<file path="src/rtl/shift_pkg.sv">
// Shared encodings for the universal shift register: fill modes, burst
// directions and the burst controller state.
package shift_pkg;

    localparam logic [1:0] MODE_LOG = 2'b00;
    localparam logic [1:0] MODE_ROT = 2'b01;
    localparam logic [1:0] MODE_ARI = 2'b10;

    localparam logic DIR_LEFT  = 1'b0;
    localparam logic DIR_RIGHT = 1'b1;

    typedef enum logic [1:0] {
        ST_IDLE  = 2'd0,
        ST_SHIFT = 2'd1,
        ST_DONE  = 2'd2
    } state_t;

endpackage

</file>
<file path="src/rtl/shift_step.sv">
// Combinational single-step shifter: next register value and the bit that
// falls off the end, for either direction and any fill mode.
module shift_step
    import shift_pkg::*;
#(
    parameter int WIDTH = 8
) (
    input  logic [WIDTH-1:0] q,
    input  logic             dir,
    input  logic [1:0]       mode,
    input  logic             d,
    output logic [WIDTH-1:0] q_next,
    output logic             bit_out
);

    logic fill;

    // Mode 11 falls into the default arm and behaves as logical.
    always_comb begin
        bit_out = (dir == DIR_RIGHT) ? q[0] : q[WIDTH-1];
        case (mode)
            MODE_ROT: fill = bit_out;
            MODE_ARI: fill = (dir == DIR_RIGHT) ? q[WIDTH-1] : 1'b0;
            default:  fill = d;
        endcase
        if (dir == DIR_RIGHT) begin
            q_next = {fill, q[WIDTH-1:1]};
        end else begin
            q_next = {q[WIDTH-2:0], fill};
        end
    end

endmodule

</file>
<file path="src/rtl/univ_shift_reg.sv">
// General-purpose shift register: parallel load, single-step shl/shr and a
// counted burst shift with start/busy/done handshake.
module univ_shift_reg
    import shift_pkg::*;
#(
    parameter int WIDTH = 8,
    parameter int CNT_W = $clog2(WIDTH + 1)
) (
    input  logic             clk,
    input  logic             reset,
    input  logic             shl,
    input  logic             shr,
    input  logic             d,
    input  logic             load,
    input  logic [WIDTH-1:0] pdata,
    input  logic [1:0]       mode,
    input  logic             start,
    input  logic             dir,
    input  logic [CNT_W-1:0] amount,
    output logic [WIDTH-1:0] Q,
    output logic             shout,
    output logic             busy,
    output logic             done
);

    localparam logic [CNT_W-1:0] WIDTH_CNT = CNT_W'(WIDTH);

    state_t           state;
    logic [CNT_W-1:0] cnt;
    logic [CNT_W-1:0] n_clamped;
    logic             burst_dir;
    logic             step_dir;
    logic [WIDTH-1:0] q_next;
    logic             bit_out;

    assign n_clamped = (amount > WIDTH_CNT) ? WIDTH_CNT : amount;

    // Outside a burst the single shifter serves shl/shr; shl wins the direction.
    assign step_dir = (state == ST_SHIFT) ? burst_dir : (shl ? DIR_LEFT : DIR_RIGHT);

    shift_step #(
        .WIDTH(WIDTH)
    ) u_step (
        .q      (Q),
        .dir    (step_dir),
        .mode   (mode),
        .d      (d),
        .q_next (q_next),
        .bit_out(bit_out)
    );

    always_ff @(posedge clk) begin
        if (reset) begin
            Q         <= '0;
            shout     <= 1'b0;
            busy      <= 1'b0;
            done      <= 1'b0;
            state     <= ST_IDLE;
            cnt       <= '0;
            burst_dir <= DIR_LEFT;
        end else begin
            done <= 1'b0;
            case (state)
                ST_IDLE: begin
                    if (load) begin
                        Q <= pdata;
                    end else if (start) begin
                        if (n_clamped != '0) begin
                            burst_dir <= dir;
                            cnt       <= n_clamped;
                            busy      <= 1'b1;
                            state     <= ST_SHIFT;
                        end else begin
                            done  <= 1'b1;
                            state <= ST_DONE;
                        end
                    end else if (shl && shr) begin
                        Q <= Q;
                    end else if (shl || shr) begin
                        Q     <= q_next;
                        shout <= bit_out;
                    end
                end
                ST_SHIFT: begin
                    if (load) begin
                        Q     <= pdata;
                        busy  <= 1'b0;
                        state <= ST_IDLE;
                    end else begin
                        Q     <= q_next;
                        shout <= bit_out;
                        cnt   <= cnt - 1'b1;
                        if (cnt == CNT_W'(1)) begin
                            busy  <= 1'b0;
                            done  <= 1'b1;
                            state <= ST_DONE;
                        end
                    end
                end
                ST_DONE: begin
                    // The done pulse lasts this one cycle; start is not accepted here.
                    state <= ST_IDLE;
                    if (load) begin
                        Q <= pdata;
                    end else if (shl && shr) begin
                        Q <= Q;
                    end else if (shl || shr) begin
                        Q     <= q_next;
                        shout <= bit_out;
                    end
                end
                default: begin
                    busy  <= 1'b0;
                    state <= ST_IDLE;
                end
            endcase
        end
    end

endmodule

</file>
<file path="config.mk">
export PLATFORM = sky130hd
export DESIGN_NAME = univ_shift_reg
export DESIGN_NICKNAME = d
export VERILOG_FILES = /design/src/rtl/shift_pkg.sv /design/src/rtl/shift_step.sv /design/src/rtl/univ_shift_reg.sv
export SDC_FILE = /design/constraint.sdc
export NUM_CORES = 1
export LEC_CHECK = 0
export ABC_AREA = 1
export CAP_MARGIN = 20
export CORE_MARGIN = 8
export CORE_UTILIZATION = 40
export DETAILED_ROUTE_END_ITERATION = 8
export GPL_TIMING_DRIVEN = 0
export PLACE_DENSITY = 0.75
export SLEW_MARGIN = 20
export SYNTH_ARGS = -nofsm -noshare
export SYNTH_HDL_FRONTEND = slang
export SYNTH_SLANG_ARGS = --single-unit
</file>
<file path="constraint.sdc">
create_clock -name clk -period 2 [get_ports clk]
set_clock_uncertainty 0.2 [all_clocks]
set_input_delay 0.2 -clock clk [delete_from_list [all_inputs] [get_ports clk]]
set_output_delay 0.2 -clock clk [all_outputs]
set_load 0.1 [all_outputs]
</file>
## Word-level counts from Yosys, hierarchy flattened

Cells that the tools add are included.

| storage, ports and cells | value |
|---|---|
| flip-flop bits (word level) | 18 |
| input port bits | 22 |
| output and inout port bits | 11 |
| logic and storage cells | 80 |

| operators by class | value |
|---|---|
| add/sub/neg operators | 1 |
| order comparisons | 1 |
| equality and inequality tests | 13 |
| mux-type cells | 44 |
| bitwise operators | 2 |
| reductions and logical operators | 12 |

Operators by type and width:

| operator | number |
|---|---|
| 8-bit two-way mux | 7 |
| 8-bit one-hot mux with 3 select lines | 1 |
| 1-bit two-way mux | 20 |
| 4-bit two-way mux | 5 |
| 5-bit AND reduction | 3 |
| 2-bit != test, second input constant | 6 |
| 2-bit two-way mux | 5 |
| 4-bit one-hot mux with 2 select lines | 1 |
| 1-bit one-hot mux with 3 select lines | 2 |
| 2-bit by 1-bit == test with 1-bit output, second input constant | 2 |
| 2-bit == test, second input constant | 2 |
| 4-bit by 1-bit == test with 1-bit output, second input constant | 1 |
| 4-bit greater-than comparator, second input constant | 1 |
| 1-bit one-hot mux with 2 select lines | 2 |
| 2-bit one-hot mux with 2 select lines | 1 |
| 4-bit AND reduction | 1 |
| 4-bit nonzero test | 1 |
| 4-bit by 1-bit subtractor with 4-bit output, second input constant | 1 |
| 3-bit by 2-bit != test with 1-bit output, second input constant | 1 |
| 3-bit != test, second input constant | 1 |
| 3-bit AND reduction | 1 |
| 3-bit nonzero test | 1 |
| 2-bit zero test | 1 |
| 1-bit NOT | 2 |
| other kinds (4) | 4 |

## Longest topological paths before layout

Gate-level depths: netlist (run 1).

| depth | value |
|---|---|
| depth after elaboration | 10 |
| depth in mapped cells | 10 |
| depth with buffers taken out | 10 |

## Cells and area by module

Synthesis (run 1) repeated with hierarchy kept, for this count alone.

| unflattened totals | value |
|---|---|
| cell total of the unflattened synthesis | 188 |
| area total of the unflattened synthesis | 1246.2 µm² |

Modules (own cells, without submodules):

| module | instances | cells each | area each (µm²) | seq. area each (µm²) |
|---|---|---|---|---|
| univ_shift_reg | 1 | 148 | 1047.3 | 360.3 |
| shift_step | 1 | 40 | 198.9 | 0.0 |

## Worst setup path before layout (run 1)

No wires, ideal clock.

| timing path | value |
|---|---|
| path kind | flip-flop to flip-flop |
| start point | reg Q[7] |
| end point | reg Q[0] |
| library setup time | 0.071 ns |
| arrival time | 1.594 ns |
| data required time | 1.729 ns |
| setup slack | 0.135 ns |
| cell stages (with the launch flop) | 9 |
| buffers on the path | 0 |
| period minus slack after synthesis | 1.865 ns |
| cells stage by stage | dfxtp_1 -> inv_1 -> nand3_1 -> nand3_1 -> nand3_1 -> nand3_1 -> nand2_1 -> nand2_1 -> a21oi_1 |

| on the way | value |
|---|---|
| longest elaborated chain between the ends | 8 |
| elaborated cells on any way between the ends | 11 |
| those cells by class | mux (11) |

RTL lines:

| what | RTL line | source |
|---|---|---|
| start: declaration | univ_shift_reg.sv:20 | `output logic [WIDTH-1:0] Q,` |
| start signal: assignment | univ_shift_reg.sv:66 | `Q <= pdata;` |
| start signal: assignment | univ_shift_reg.sv:80 | `Q <= q_next;` |
| start signal: assignment | univ_shift_reg.sv:86 | `Q <= pdata;` |
| 1-bit two-way mux (on tied branches) | shift_step.sv:23, shift_step.sv:20 |  |
| 1-bit one-hot mux with 2 select lines * | shift_step.sv:21 | `case (mode)` |
| 8-bit two-way mux * | shift_step.sv:26 | `if (dir == DIR_RIGHT) begin` |
| 8-bit two-way mux | univ_shift_reg.sv:79, univ_shift_reg.sv:107 |  |
| 8-bit two-way mux | univ_shift_reg.sv:77 | `end else if (shl && shr) begin` |
| 8-bit two-way mux | univ_shift_reg.sv:67 | `end else if (start) begin` |
| 8-bit two-way mux | univ_shift_reg.sv:65 | `if (load) begin` |
| 8-bit one-hot mux with 3 select lines * | univ_shift_reg.sv:63 | `case (state)` |

Every way passes the cells marked *; elsewhere a longest branch is shown, timed or not. The select of a mux whose other input is x is not followed.
A chain may end at the register's enable or synchronous reset.

## Final worst setup path (run 1)

| timing path | value |
|---|---|
| start point | reg Q[4] |
| end point | out Q[4] |

No word-level cell between the ends.

==> flow_summary_export.csv, run 1 <==
group,metric,value,unit
setup_path,startpoint_type,"register",
floorplan,dieArea,4753,um^2
timing,clock.fmax,513.5,MHz
logic_synthesis,yosysSeqAreaShare,32.14,%
timing,drv_slew,0,
timing,setup_violations,0,
power_and_ir_drop,power.leakage,0.6843,nW
final_layout,drive_gt1_share,9.314,%
setup_path,crit_family,"buffers and inverters",
clocking,cts_tree,"built",
grt,first_global_vias,1129,
worst_hold_path,min-delay-start,"busy",
placed_design,dp_hpwl,2389,um
power_and_ir_drop,ir_drop,0.0004327,V
floorplan,chipWidth,68.94,um
worst_hold_path,whs_path_depth,2,
timing,report.final.hold_viol_count,0,
logic_synthesis,yosysWarnings,0,
timing,rsz0062_at_grt,"no",
grt,track_usage,12.80,%
clocking,cts_root_buf,"clkbuf_4",
timing,maxSlewHeadroom,36.03,%
setup_path,timing.rr.end,"busy",
grt,antenna_found_initial,0,
logic_synthesis,syn_area,1121,um^2
setup_path,required,1.60,ns
setup_path,slowest_stage,"dlygate4sd2_1",
timing,finalSetupTns,0,ns
run_status,status,"complete, no violations",
detailed_routing,wl_per_cell,12.88,um
final_layout,finalInstanceArea,1489,um^2
worst_hold_path,hp-class,"reg2reg",
setup_path,worstPathArrival,1.55,ns
placed_design,place_area,1480,um^2
detailed_routing,routed_wl,3027,um
setup_path,critPathKind,"reg2out",
logic_synthesis,syn-instance-count,169,
final_layout,instances_no_fill,235,
clocking,htree_num_levels,1,
detailed_routing,ant_nets,0,
timing,period_share,97.38,%
timing,worst_pin_slew,0.9633,ns
detailed_routing,drcViolationCount,0,
final_layout,area_growth,32.81,%
setup_path,r2r_start,"cnt[0]",
logic_synthesis,ys_ff_latch,18,
floorplan,io_pins,33,
final_layout,layout_common_cells,"nand2_1 (29), inv_1 (25), a21oi_1 (23)",
setup_path,cp-startpoint,"Q[4]",
final_layout,final_util,54.94,%
placed_design,port_buffers,32,
timing,holdWs,0.2640,ns
final_layout,mostFrequentLayoutCell,"nand2_1",
floorplan,start_util,41.37,%
final_layout,num-nets-final,232,
clocking,clk_pin_slew,0.11,ns
worst_hold_path,min_to,"busy",
final_layout,nFillCells,283,
floorplan,fp-row-count,19,
grt,grt_max_degree,11,
detailed_routing,drt_iter0_drc,66,
clocking,clockBufferDepth,2,
placed_design,placed_cells,232,
grt,grt-ovfl-total,0,
floorplan,core,2710,um^2
detailed_routing,drt_pass1_iterations,4,
setup_path,worstRegToRegCells,7,
setup_path,path_buf_inv,1,
clocking,clock_latency,0.29,ns
setup_path,critPathMaxFanout,4,
setup_path,cpPeakStageDelay,0.87,ns
timing,period_needed,1.948,ns
final_layout,n_antenna_cell,0,
placed_design,place_congestion,0.8573,
flow_run,drv_cap,0,
setup_path,end_kind,"output pin",
clocking,cts_inserted_buffers,3,
detailed_routing,via_per_inst,5.145,
logic_synthesis,synth_area_per_cell,6.634,um^2
setup_path,rrSetupSlack,0.21,ns
logic_synthesis,synth_cell_types,27,
floorplan,die_y,68.94,um
setup_path,worstPathCellList,"dlygate4sd2_1",
grt,grt_pass1_wl,4809,um
logic_synthesis,postSynthNetCount,195,
power_and_ir_drop,cellPowerDensity,664.5,nW/um^2
detailed_routing,vias,1209,
clocking,clkSinkCount,18,
[repair_timing]
action                                  CTS  global route
hold buffers                              0             0
endpoints found under the setup margin   11             4
setup buffers                             0             0
gates resized for setup                  11             5
[synthesized netlist by cell type]
master / instances / area share, %
o211ai_1: 6 / 4.0
nor2_1: 13 / 4.4
o21ai_0: 13 / 5.8
nand4_1: 2 / 1.1
nand3_2: 1 / 0.89
inv_2: 1 / 0.33
nor2_2: 2 / 1.1
ha_1: 4 / 4.5
a21oi_1: 23 / 10
inv_1: 25 / 8.4
buf_6: 1 / 1.0
buf_2: 1 / 0.45
nor4_1: 1 / 0.56
o22ai_1: 2 / 1.1
xor2_1: 1 / 0.78
nor2_4: 1 / 1.0
o21ai_1: 1 / 0.45
nand2_2: 4 / 2.2
dfxtp_1: 18 / 32
or2_2: 2 / 1.1
a21boi_0: 1 / 0.67
clkbuf_1: 2 / 0.67
inv_4: 1 / 0.56
or2_4: 1 / 0.78
or2_1: 2 / 1.1
nand2_1: 29 / 9.7
nand3_1: 11 / 4.9
[report_power, final]
group | switching [W] | internal, W
combinational | 0.000274 | 0.000123
sequential | 0.0000240 | 0.000387
clock | 0.000112 | 0.0000701
[sequential cells by signal, summed over array words and instances (netlist names)]
| signal | cells |
|---|---|
| Q | 8 |
| cnt | 4 |
| state | 2 |
| burst_dir | 1 |
| busy | 1 |
| done | 1 |
| shout | 1 |
[per-stage QoR]
| step | setup slack [ns] | total power, W |
|---|---|---|
| after floorplan | 0.1351 | 0.0007063 |
| after global placement | 0.01908 | 0.0008182 |
| after detailed placement | -0.007021 | 0.0008279 |
| after CTS | 0.008693 | 0.0009923 |
| after global routing | 0.006253 | 0.001041 |
| final | 0.05239 | 0.0009894 |
[cells by family after synthesis]
| kind of cell | Yosys count | share of synthesized area (%) |
|---|---|---|
| AND/OR/NAND/NOR | 69 | 28.91 |
| adder cells (fa/ha/maj) | 4 | 4.464 |
| flip-flops | 18 | 32.14 |
| buffers and inverters | 31 | 11.38 |
| AO/OA/AOI/OAI | 46 | 22.32 |
| XOR/XNOR | 1 | 0.7814 |
[final cells by class]
type / count / area [um^2] / area share (%)
multi-input cells: 120 / 633.1 / 42.52
flip-flops and latches: 18 / 360.3 / 24.20
repair buffers: 32 / 306.5 / 20.59
inverters: 27 / 103.9 / 6.975
well taps: 31 / 38.79 / 2.605
plain buffers: 4 / 23.77 / 1.597
clock buffers: 3 / 22.52 / 1.513
[worst register-to-register path: cells and delay by family (launching register included)]
| family | cells | cell delay (ns) |
|---|---|---|
| AND/OR/NAND/NOR | 2 | 0.15 |
| flip-flops | 1 | 0.42 |
| AO/OA/AOI/OAI | 4 | 0.74 |
| adder cells (fa/ha/maj) | 1 | 0.18 |
[routing by layer]
layer	global-route usage, %	routed length (um)	vias to the layer above
li1	-	-	624
met3	1.777	147	4
met5	0	0	-
met1	16.03	1336	548
met2	20.94	1499	33
met4	6.266	44	0
[worst max path at each step]
stage	depth (start not counted)	end	slack, ns
after CTS	1	Q[7]	0.009
final	1	Q[4]	0.05
after detailed placement	8	busy	-0.007
after global routing	1	Q[3]	0.006
after global placement	7	cnt[3]	0.02
after floorplan	8	Q[0]	0.14
(Power assumes the default switching activity.)
==> run 2: changes to the inputs <==
RECOVER_POWER = 100   (was not set)
SLEW_MARGIN = not set   (was 20)
==> run 2 against run 1 <==
  * Clock power barely moved
  * Core utilization fell by 1.6 points
  * Sequential cell count did not move
  * Final area fell by 2.9%
  * First-iteration DRC count fell by 11%
  * Largest cell class unchanged
  * Die area did not move
  * Combinational power fell by 2%
  * Power fell by 0.78%
==> flow_summary_export.csv, run 2 (synthesized netlist as in run 1, its figures left out) <==
group,metric,value,unit
run_status,status,"complete, no violations",
final_layout,drive_gt1_share,7.843,%
setup_path,end_kind,"output pin",
timing,maxSlewHeadroom,22.04,%
setup_path,startpoint_type,"register",
timing,clock.fmax,511.6,MHz
placed_design,place_congestion,0.8573,
setup_path,critPathKind,"reg2out",
flow_run,drv_cap,0,
setup_path,cp_num_cells,1,
final_layout,mostFrequentLayoutCell,"nand2_1",
setup_path,worstPathCellList,"clkbuf_1",
power_and_ir_drop,power.leakage,0.6448,nW
grt,grt_pass1_wl,4809,um
detailed_routing,ant_nets,0,
floorplan,chipWidth,68.94,um
floorplan,fp-row-count,19,
clocking,clkSinkCount,18,
clocking,cts_tree,"built",
timing,finalSetupTns,0,ns
power_and_ir_drop,cellPowerDensity,679.3,nW/um^2
final_layout,n_antenna_cell,0,
clocking,clk_pin_slew,0.10,ns
clocking,clockBufferDepth,2,
timing,worst_pin_slew,1.174,ns
clocking,cts_inserted_buffers,3,
timing,period_share,97.74,%
clocking,post_cts_buffers,0,
clocking,clock_latency,0.30,ns
grt,first_global_vias,1129,
grt,track_usage,12.80,%
setup_path,worstPathArrival,1.55,ns
final_layout,final_util,53.32,%
setup_path,cpPeakStageDelay,0.88,ns
final_layout,regMostFlops,"Q",
worst_hold_path,whs_path_depth,2,
grt,grt-ovfl-total,0,
timing,report.final.hold_viol_count,0,
detailed_routing,via_per_inst,5.115,
clocking,htree_num_levels,1,
placed_design,port_buffers,32,
clocking,holdBufCountCts,0,
floorplan,dieArea,4753,um^2
setup_path,path_buf_inv,1,
grt,antenna_found_initial,0,
setup_path,critPathMaxFanout,4,
timing,rsz0062_at_grt,"no",
setup_path,required,1.60,ns
power_and_ir_drop,ir_drop,0.0004330,V
placed_design,dp_hpwl,2389,um
clocking,cts_root_buf,"clkbuf_4",
detailed_routing,wl_per_cell,12.93,um
detailed_routing,drt_pass1_iterations,4,
detailed_routing,routed_wl,3039,um
setup_path,slowest_stage,"clkbuf_1",
final_layout,layout_common_cells,"nand2_1 (31), inv_1 (25), a21oi_1 (23)",
floorplan,core,2710,um^2
floorplan,io_pins,33,
final_layout,top_regs,"Q x8, cnt x4, state x2",
detailed_routing,drcViolationCount,0,
detailed_routing,drt_iter0_drc,59,
final_layout,area_growth,28.91,%
timing,holdWs,0.2679,ns
final_layout,largest_reg_flops,8,
final_layout,num-nets-final,232,
grt,grt_max_degree,11,
floorplan,die_y,68.94,um
worst_hold_path,hp-class,"reg2reg",
timing,period_needed,1.955,ns
floorplan,start_util,41.37,%
timing,drv_slew,0,
setup_path,worstRegToRegCells,7,
detailed_routing,vias,1202,
timing,setup_violations,0,
setup_path,crit_family,"buffers and inverters",
==> run 2: metal layers <==
| metal | track usage [%] | vias up | routed length (um) | part of all wire, % |
|---|---|---|---|---|
| met3 | 1.777 | 4 | 135 | 4.4 |
| met2 | 20.94 | 27 | 1517 | 50 |
| met5 | 0 | - | 0 | 0 |
| met4 | 6.266 | 0 | 44 | 1.4 |
| li1 | - | 626 | - | - |
| met1 | 16.03 | 545 | 1341 | 44 |
==> run 2: path summary, 6_finish.rpt <==
kind	from	end	slack, ns
setup / recovery	Q[4]	Q[4]	0.05
hold / removal	busy	busy	0.27
setup reg to reg	cnt[0]	busy	0.21
hold reg to reg	busy	busy	0.27
==> run 2: area by class of cell <==
class / instances / area, um^2
fillers: 290 / 1265
multi-input cells: 120 / 625.6
flip-flops and latches: 18 / 360.3
repair buffers: 32 / 276.5
inverters: 27 / 103.9
well taps: 31 / 38.79
clock buffers: 3 / 22.52
plain buffers: 4 / 17.52
==> run 2: stage by stage <==
| step | power [W] | setup slack (ns) | area, um^2 | std cells |
|---|---|---|---|---|
| after detailed placement | 0.0008279 | -0.007021 | 1480 | 232 |
| after floorplan | 0.0007063 | 0.1351 | 1121 | 169 |
| after CTS | 0.0009923 | 0.008693 | 1489 | 235 |
| final | 0.0009817 | 0.04519 | 1445 | 235 |
| after global placement | 0.0008182 | 0.01908 | 1480 | 232 |
| after global routing | 0.001032 | 0.006253 | 1445 | 235 |
==> run 2: report_power, final <==
group          total [W]  switching [W]  internal (W)
registers       0.000411      0.0000243      0.000387
logic           0.000387       0.000273      0.000114
clock network   0.000184       0.000114     0.0000702
==> run 2: what timing repair did <==
item | 4_1_cts | 5_1_grt
cloned | 0 | 0
setup endpoints to repair | 11 | 4
gates resized for setup | 11 | 5
